### src/rtl/slice_sequential_adder.sv
// Multi-cycle wide adder/subtractor: one 5-bit carry-look-ahead slice per clock,
// LSB slice first, with a registered carry linking consecutive slices.
module slice_sequential_adder #(
  parameter int NSLICES = 4
) (
  input  logic                 clk,
  input  logic                 reset,
  input  logic                 start,
  input  logic                 sub,
  input  logic [5*NSLICES-1:0] A,
  input  logic [5*NSLICES-1:0] B,
  input  logic                 cin,
  output logic [5*NSLICES-1:0] R,
  output logic                 cout,
  output logic                 overflow,
  output logic                 busy,
  output logic                 done
);

  localparam int W  = 5 * NSLICES;
  localparam int KW = (NSLICES > 1) ? $clog2(NSLICES) : 1;
  localparam logic [KW-1:0] K_LAST = KW'(NSLICES - 1);

  typedef enum logic [1:0] {IDLE, RUN, DONE} state_t;

  // 5-bit carry-look-ahead slice: returns {carry_out, sum}
  function automatic logic [5:0] cla5(input logic [4:0] a, input logic [4:0] b, input logic c);
    logic [4:0] g, p;
    logic [5:0] cc;
    g = a & b;
    p = a ^ b;
    cc[0] = c;
    cc[1] = g[0] | (p[0] & c);
    cc[2] = g[1] | (p[1] & g[0]) | (p[1] & p[0] & c);
    cc[3] = g[2] | (p[2] & g[1]) | (p[2] & p[1] & g[0]) | (p[2] & p[1] & p[0] & c);
    cc[4] = g[3] | (p[3] & g[2]) | (p[3] & p[2] & g[1]) | (p[3] & p[2] & p[1] & g[0])
          | (p[3] & p[2] & p[1] & p[0] & c);
    cc[5] = g[4] | (p[4] & g[3]) | (p[4] & p[3] & g[2]) | (p[4] & p[3] & p[2] & g[1])
          | (p[4] & p[3] & p[2] & p[1] & g[0]) | (p[4] & p[3] & p[2] & p[1] & p[0] & c);
    return {cc[5], p ^ cc[4:0]};
  endfunction

  state_t        state_q, state_d;
  logic [W-1:0]  opa_q, opa_d, opb_q, opb_d, r_q, r_d;
  logic [KW-1:0] k_q, k_d;
  logic          carry_q, carry_d, cout_q, cout_d, ovf_q, ovf_d;
  logic          busy_q, busy_d, done_q, done_d;
  logic [5:0]    slice;
  int            base;

  always_comb begin
    state_d = state_q;
    opa_d   = opa_q;
    opb_d   = opb_q;
    r_d     = r_q;
    k_d     = k_q;
    carry_d = carry_q;
    cout_d  = cout_q;
    ovf_d   = ovf_q;
    busy_d  = busy_q;
    done_d  = done_q;
    base    = 5 * int'(k_q);
    slice   = cla5(opa_q[base +: 5], opb_q[base +: 5], carry_q);

    unique case (state_q)
      IDLE, DONE: begin
        done_d = 1'b0;
        if (start) begin
          opa_d   = A;
          opb_d   = sub ? ~B : B;
          carry_d = cin;
          r_d     = '0;
          k_d     = '0;
          busy_d  = 1'b1;
          state_d = RUN;
        end else begin
          state_d = IDLE;
        end
      end
      RUN: begin
        r_d[base +: 5] = slice[4:0];
        carry_d        = slice[5];
        if (k_q == K_LAST) begin
          // Carry into the MSB xor carry out of it flags signed overflow
          cout_d  = slice[5];
          ovf_d   = opa_q[W-1] ^ opb_q[W-1] ^ slice[4] ^ slice[5];
          k_d     = '0;
          busy_d  = 1'b0;
          done_d  = 1'b1;
          state_d = DONE;
        end else begin
          k_d = k_q + 1'b1;
        end
      end
      default: state_d = IDLE;
    endcase
  end

  always_ff @(posedge clk) begin
    if (reset) begin
      state_q <= IDLE;
      r_q     <= '0;
      k_q     <= '0;
      carry_q <= 1'b0;
      cout_q  <= 1'b0;
      ovf_q   <= 1'b0;
      busy_q  <= 1'b0;
      done_q  <= 1'b0;
    end else begin
      state_q <= state_d;
      r_q     <= r_d;
      k_q     <= k_d;
      carry_q <= carry_d;
      cout_q  <= cout_d;
      ovf_q   <= ovf_d;
      busy_q  <= busy_d;
      done_q  <= done_d;
    end
    // Operand latches carry no reset; they are always reloaded on accept
    opa_q <= opa_d;
    opb_q <= opb_d;
  end

  assign R        = r_q;
  assign cout     = cout_q;
  assign overflow = ovf_q;
  assign busy     = busy_q;
  assign done     = done_q;

endmodule

### config.mk
export PLATFORM = sky130hd
export DESIGN_NAME = slice_sequential_adder
export DESIGN_NICKNAME = d
export VERILOG_FILES = /design/src/rtl/slice_sequential_adder.sv
export SDC_FILE = /design/constraint.sdc
export NUM_CORES = 1
export LEC_CHECK = 0
export CAP_MARGIN = 20
export CORE_MARGIN = 2
export CORE_UTILIZATION = 45
export DETAILED_ROUTE_END_ITERATION = 10
export PLACE_DENSITY = 0.86
export SLEW_MARGIN = 20
export SYNTH_ARGS = -nofsm -noshare
export SYNTH_HDL_FRONTEND = slang
export SYNTH_SLANG_ARGS = --single-unit
### constraint.sdc
create_clock -name clk -period 3.05 [get_ports clk]
set_clock_uncertainty 0.15 [all_clocks]
set_input_delay 0.4575 -clock clk [delete_from_list [all_inputs] [get_ports clk]]
set_output_delay 0.4575 -clock clk [all_outputs]
set_load 0.02 [all_outputs]
; ---- Word-level counts from Yosys, hierarchy flattened
; Cells that the tools add are included.
[word_totals]
elab_cells = 94
output_inout_bits = 24
mem_count = 0
regBits = 69
ramBits = 0
latchBits = 0
romBits = 0
[op_classes]
add_sub_neg = 2
shift = 4
n_eq_ne = 5
div_mod_pow = 0
mul = 1
reduce_logical = 8
n_lt_le_gt_ge = 0
bitwise_logic = 47
mux = 17
[ops]
columns = operator, n
row1 = 20-bit two-way mux, 2
row2 = 20-bit one-hot mux with 2 select lines, 1
row3 = 20-bit by 6-bit indexed part select with 5-bit output, 2
row4 = 5-bit negation with 33-bit output, 1
row5 = "5-bit by 33-bit variable shift with 20-bit output, first input constant", 1
row6 = 5-bit by 33-bit indexed part select with 20-bit output, 1
row7 = 1-bit AND, 25
row8 = 20-bit bitwise mux, 1
row9 = 20-bit NOT, 1
row10 = 1-bit OR, 15
row11 = 5-bit XOR, 2
row12 = 2-bit one-hot mux with 2 select lines, 2
row13 = 2-bit AND reduction, 4
row14 = 2-bit two-way mux, 3
row15 = 1-bit one-hot mux with 2 select lines, 3
row16 = 5-bit AND, 1
row17 = "3-bit by 2-bit multiplier with 5-bit output, first input constant", 1
row18 = 1-bit two-way mux, 5
row19 = "2-bit == test, second input constant", 2
row20 = "2-bit inequality test, second input constant", 2
row21 = 3-bit AND reduction, 1
row22 = 1-bit XOR, 3
row23 = "2-bit by 1-bit adder with 2-bit output, second input constant", 1
row24 = "2-bit by 1-bit == test with 1-bit output, second input constant", 1
row25 = other kinds (3), 3

; ---- Longest topological paths before layout
[depth]
ltp_word = 12
depth_mapped = 9
depth_no_buf = 8

; ---- Least setup slack after synthesis
; No wires, ideal clock.
[synth_path]
path_kind = reg-to-reg
start = register k_q[0]
end = register ovf_q (netlist: overflow)
path_stages_with_launch = 10
arrival_ps = 2575
setup_time_ps = 130
path_buffers = 1
slack_ps = 195
cell_sequence = dfxtp_1 buf_2 mux4_2 ha_1 a21o_1 and4_4 nor3_4 mux2i_1 a211oi_1 a21oi_1
[synth_via]
elab_chain_cells = 11
elab_cells_between_ends = 35
cone_classes = mul (1) / eq/ne (1) / shift (2) / bitwise (30) / reduce/logical (1)
[synth_lines]
columns = element, line
row1 = "start, declared", 45  ; logic [KW-1:0] k_q, k_d;
row2 = "start signal, assigned", 112  ; k_q <= k_d;
row3 = 3-bit by 2-bit multiplier with 5-bit output, 62  ; base = 5 * int'(k_q);
row4 = 20-bit by 6-bit indexed part select with 5-bit output, 63  ; slice = cla5(opa_q[base +: 5], opb_q[base +: 5], carry_q);
row5 = 5-bit XOR or 5-bit AND (tied branches), "31, 30"
row6 = 1-bit AND (on tied branches), "36, 37"
row7 = 1-bit OR (tied with other cells) (2 in series), 36  ; cc[4] = g[3] | (p[3] & g[2]) | (p[3] & p[2] & g[1]) | (p[3] & p[2] & p[1] & g[0])
row8 = 1-bit OR or 1-bit AND (tied branches), "36, 37"
row9 = 1-bit OR, 37  ; | (p[3] & p[2] & p[1] & p[0] & c);
row10 = 5-bit XOR, 40  ; return {cc[5], p ^ cc[4:0]};
row11 = 1-bit XOR (2 in series), 86  ; ovf_d = opa_q[W-1] ^ opb_q[W-1] ^ slice[4] ^ slice[5];
row12 = "end signal, assigned", 115  ; ovf_q <= ovf_d;
row13 = "end, declared", 46  ; logic carry_q, carry_d, cout_q, cout_d, ovf_q, ovf_d;
; Several ways; a longest one is shown, not always the timed one.
; A chain may end at the register's enable or synchronous reset.

; ---- Final worst setup path
; Ends and elaborated chain as after synthesis.

==> metrics.md <==
| Metric | Value |
|---|---|
| Mux share of post-synthesis cell area | `7.74%` |
| Root buf cell | `clkbuf_8` |
| Status | `complete, no violations` |
| HPWL after detailed placement | `4410 um` |
| Final cell count without fillers | `about 380` |
| Clk pwr share | `between 30% and 40%` |
| Largest net degree at the start of global routing | `29` |
| Sink Count | `69` |
| Combinational Power Share | `17.7%` |
| Die span in y | `86.2 um` |
| Sw Pwr | `roughly 0.00056 W` |
| Ys async rst share | `0%` |
| Post-synthesis simple-gate area fraction | `9.84%` |
| Post-synth EDFFs | `40` |
| Antenna-violating nets left | `0` |
| Worst skew pair latency | `0.34 ns` |
| Largest family of logic cells by synthesized area | `simple AND/OR/NAND/NOR gates` |
| DR WL/cell | `15.5 um` |
| Die W | `86.2 um` |
| GRT Util Overall | `17.5%` |
| DRC Markers | `0` |
| DRT iter0 DRCs | `100` |
| Mapped Cells | `225` |
| Fmax | `351 MHz` |
| Worst slew margin | `57.5%` |
| Placed Cells | `366` |
| Compound-Gate Fraction of Synth Area | `8.89%` |
| Synth warn | `0` |
| Pwr Total | `0.00228 W` |
| Starting Density | `47.1%` |
| Worst-Margin Slew | `0.637 ns` |
| Core area | `0.00646 mm2` |
| CTS Buf Count | `9` |
| Sequential Power Share | `46.9%` |
| Synth Area in XOR/XNOR | `7.49%` |
| Reg clk slew, reported paths | `0.07 ns` |
| Part of the Yosys area used for sequential elements | `approximately three fifths` |
| Adder-Cell Fraction of Synth Area | `4.78%` |
| Number of synthesized register bits | `slightly below 70` |
| Commonest non-fill, non-tap cell in the layout | `clkdlybuf4s50_1` |
| # setup viols final | `0` |
| Via count | `2035` |
| HP Class | `reg2reg` |
| Fin crit period | `2.85 ns` |
| Gr ovfl total | `0` |
| First-pass GRT wire length | `9780 um` |
| Hold-fix buffers, CTS | `0` |
| # H-tree levels | `3` |
| Ant diodes | `0` |
| Routed WL | `5910 um` |
| P_leak | `1.46 nW` |
| Power per cell area | `561 mW/mm2` |
| Critical Path End Type | `register` |
| Syn Area/Cell | `between 10 and 15 um2` |
| Count of buffers from port buffering | `68` |
| DR vias/cell | `between 5 and 6` |
| Max_cap viols | `0` |
| Final Max Tran Viols | `0` |
| Synth unique cells | `35` |
| Die Area | `0.00743 mm2` |
| I/O pins | `about 70` |
| TritonCTS clock tree | `yes` |
| First-pass iteration count of the detailed router | `4` |
| Area Overhead vs Synth | `33.7%` |
| GP Congestion | `0.831` |
| CP Class | `reg2reg` |
| Nets | `356` |
| Crit-path cells | `buf_6 > mux4_2 > ha_1 > and4_4 > nor3_4 > mux2i_1 > a211oi_1 > a21oi_1` |
| Worst path max stage delay | `~0.55 ns` |
| Row count | `29` |
| Crit Path Max Fanout | `12` |
| Total Neg Setup Slack | `0 ns` |
| VDD IR max | `~0.27 mV` |
| Startpoint Class | `register` |
| Ratio of cells with drive above 1 in the final layout | `13.1%` |
| Final period utilization | `around 93%` |
| Internal | `roughly 0.0017 W` |
| Vias in the first global route | `2073` |
| Fin. Hold Viols | `0` |
| Ys flop type | `edfxtp_1` |
| RSZ-0062 raised after global routing | `false` |
| Initial antenna violation count | `0` |
| Switching share of power | `24.6%` |
| Syn_nets | `281` |
| Slowest-stage cell, CP | `mux4_2` |
| Worst Path Required | `approximately 3.1 ns` |
| CTS max path bufs | `2` |
| CP Data Arrival Time | `2.90 ns` |
| Syn Std Cell Area | `0.00304 mm2` |
| Most frequent cells in the layout | `clkdlybuf4s50_1, edfxtp_1, dfxtp_1, nor2_1, xor2_1` |
[worst max-delay path, delay by kind of cell, from the launching register on]
| family | cells | cell delay [ns] |
|---|---|---|
| adders and majority gates | 1 | 0.36 |
| muxes | 2 | 0.67 |
| DFF | 1 | 0.46 |
| buffers and inverters | 1 | 0.23 |
| AOI/OAI and AO/OA | 2 | 0.32 |
| and+or+nand+nor | 2 | 0.51 |
[what timing repair did]
item,CTS,global route
setup buffers,0,0
resized for setup,0,2
setup endpoints to repair,0,5
[state kept, by name, summed over array words and instances (netlist names)]
| name | cells |
|---|---|
| opa_q | 20 |
| busy | 1 |
| k_q | 2 |
| overflow | 1 |
| state_q | 2 |
| opb_q | 20 |
| cout | 1 |
| R | 20 |
| done | 1 |
| carry_q | 1 |
[path summary, 6_finish.rpt]
kind,startpoint,to,slack [ns],depth (start not counted)
worst min register to register,done$_SDFFE_PP0P_,done$_SDFFE_PP0P_,0.31,2
worst max-delay path,k_q[0]$_SDFFE_PP0P_,overflow$_SDFFE_PP0P_,0.20,8
worst max register to register,k_q[0]$_SDFFE_PP0P_,overflow$_SDFFE_PP0P_,0.20,8
worst min-delay path,done$_SDFFE_PP0P_,done$_SDFFE_PP0P_,0.31,2
[metrics by stage]
stage	util [%]	cell area (um2)	worst slack [ns]	hold slack, ns
6_report	62.9	4060	0.203	0.306
2_1_floorplan	-	3040	0.195	0.318
5_1_grt	62.9	4060	0.0260	0.354
3_3_place_gp	59.4	3830	0.272	0.293
3_5_place_dp	59.4	3830	0.0982	0.297
4_1_cts	62.7	4050	0.0505	0.307
[cells in the mapped netlist (2+ instances only)]
library cell  count  area (um2)
a211oi_1          4        30.0
a21oi_1          10        50.1
a22oi_1          18         135
a32o_1            4        40.0
buf_1             2        7.51
buf_2             3        15.0
clkbuf_1          3        11.3
dfxtp_1          29         581
edfxtp_1         40        1200
ha_1             10         125
inv_1             9        33.8
mux4_2           10         225
nand2_1           5        18.8
nor2_1           29         109
nor2b_1           2        12.5
nor3_1            2        10.0
nor4_2            2        25.0
nor4b_2           2        30.0
xnor2_1           4        35.0
xor2_1           22         193
[cell type report]
type                            count  area, um2
Tap cell                           77       96.3
Sequential cell                    69       1780
Clock buffer                       12        145
Fill cell                         493       2390
Timing Repair Buffer               74        742
Clock inverter                      4       72.6
Inverter                            9       33.8
Multi-Input combinational cell    137       1190
[kinds of logic after synthesis]
logic type | Yosys count
AND/OR/NAND/NOR | 51
AO/OA/AOI/OAI | 38
adder cells (fa/ha/maj) | 11
buffers and inverters | 19
flip-flops | 69
XOR/XNOR | 26
multiplexers | 11
[power by group through the flow]
stage | registers [W] | clock network, W | logic, W
5_1_grt | 0.00107 | 0.000857 | 0.000438
4_1_cts | 0.00107 | 0.000821 | 0.000398
2_1_floorplan | 0.00109 | 0 | 0.000234
3_3_place_gp | 0.00109 | 0 | 0.000385
6_report | 0.00107 | 0.000807 | 0.000404
3_5_place_dp | 0.00109 | 0 | 0.000397
[layer usage]
layer	routed length (um)	global-route usage (%)
met4	112	8.52
met5	0	0
met1	2620	21.9
met2	2870	28.5
met3	306	4.19
(Power assumes the default switching activity.)
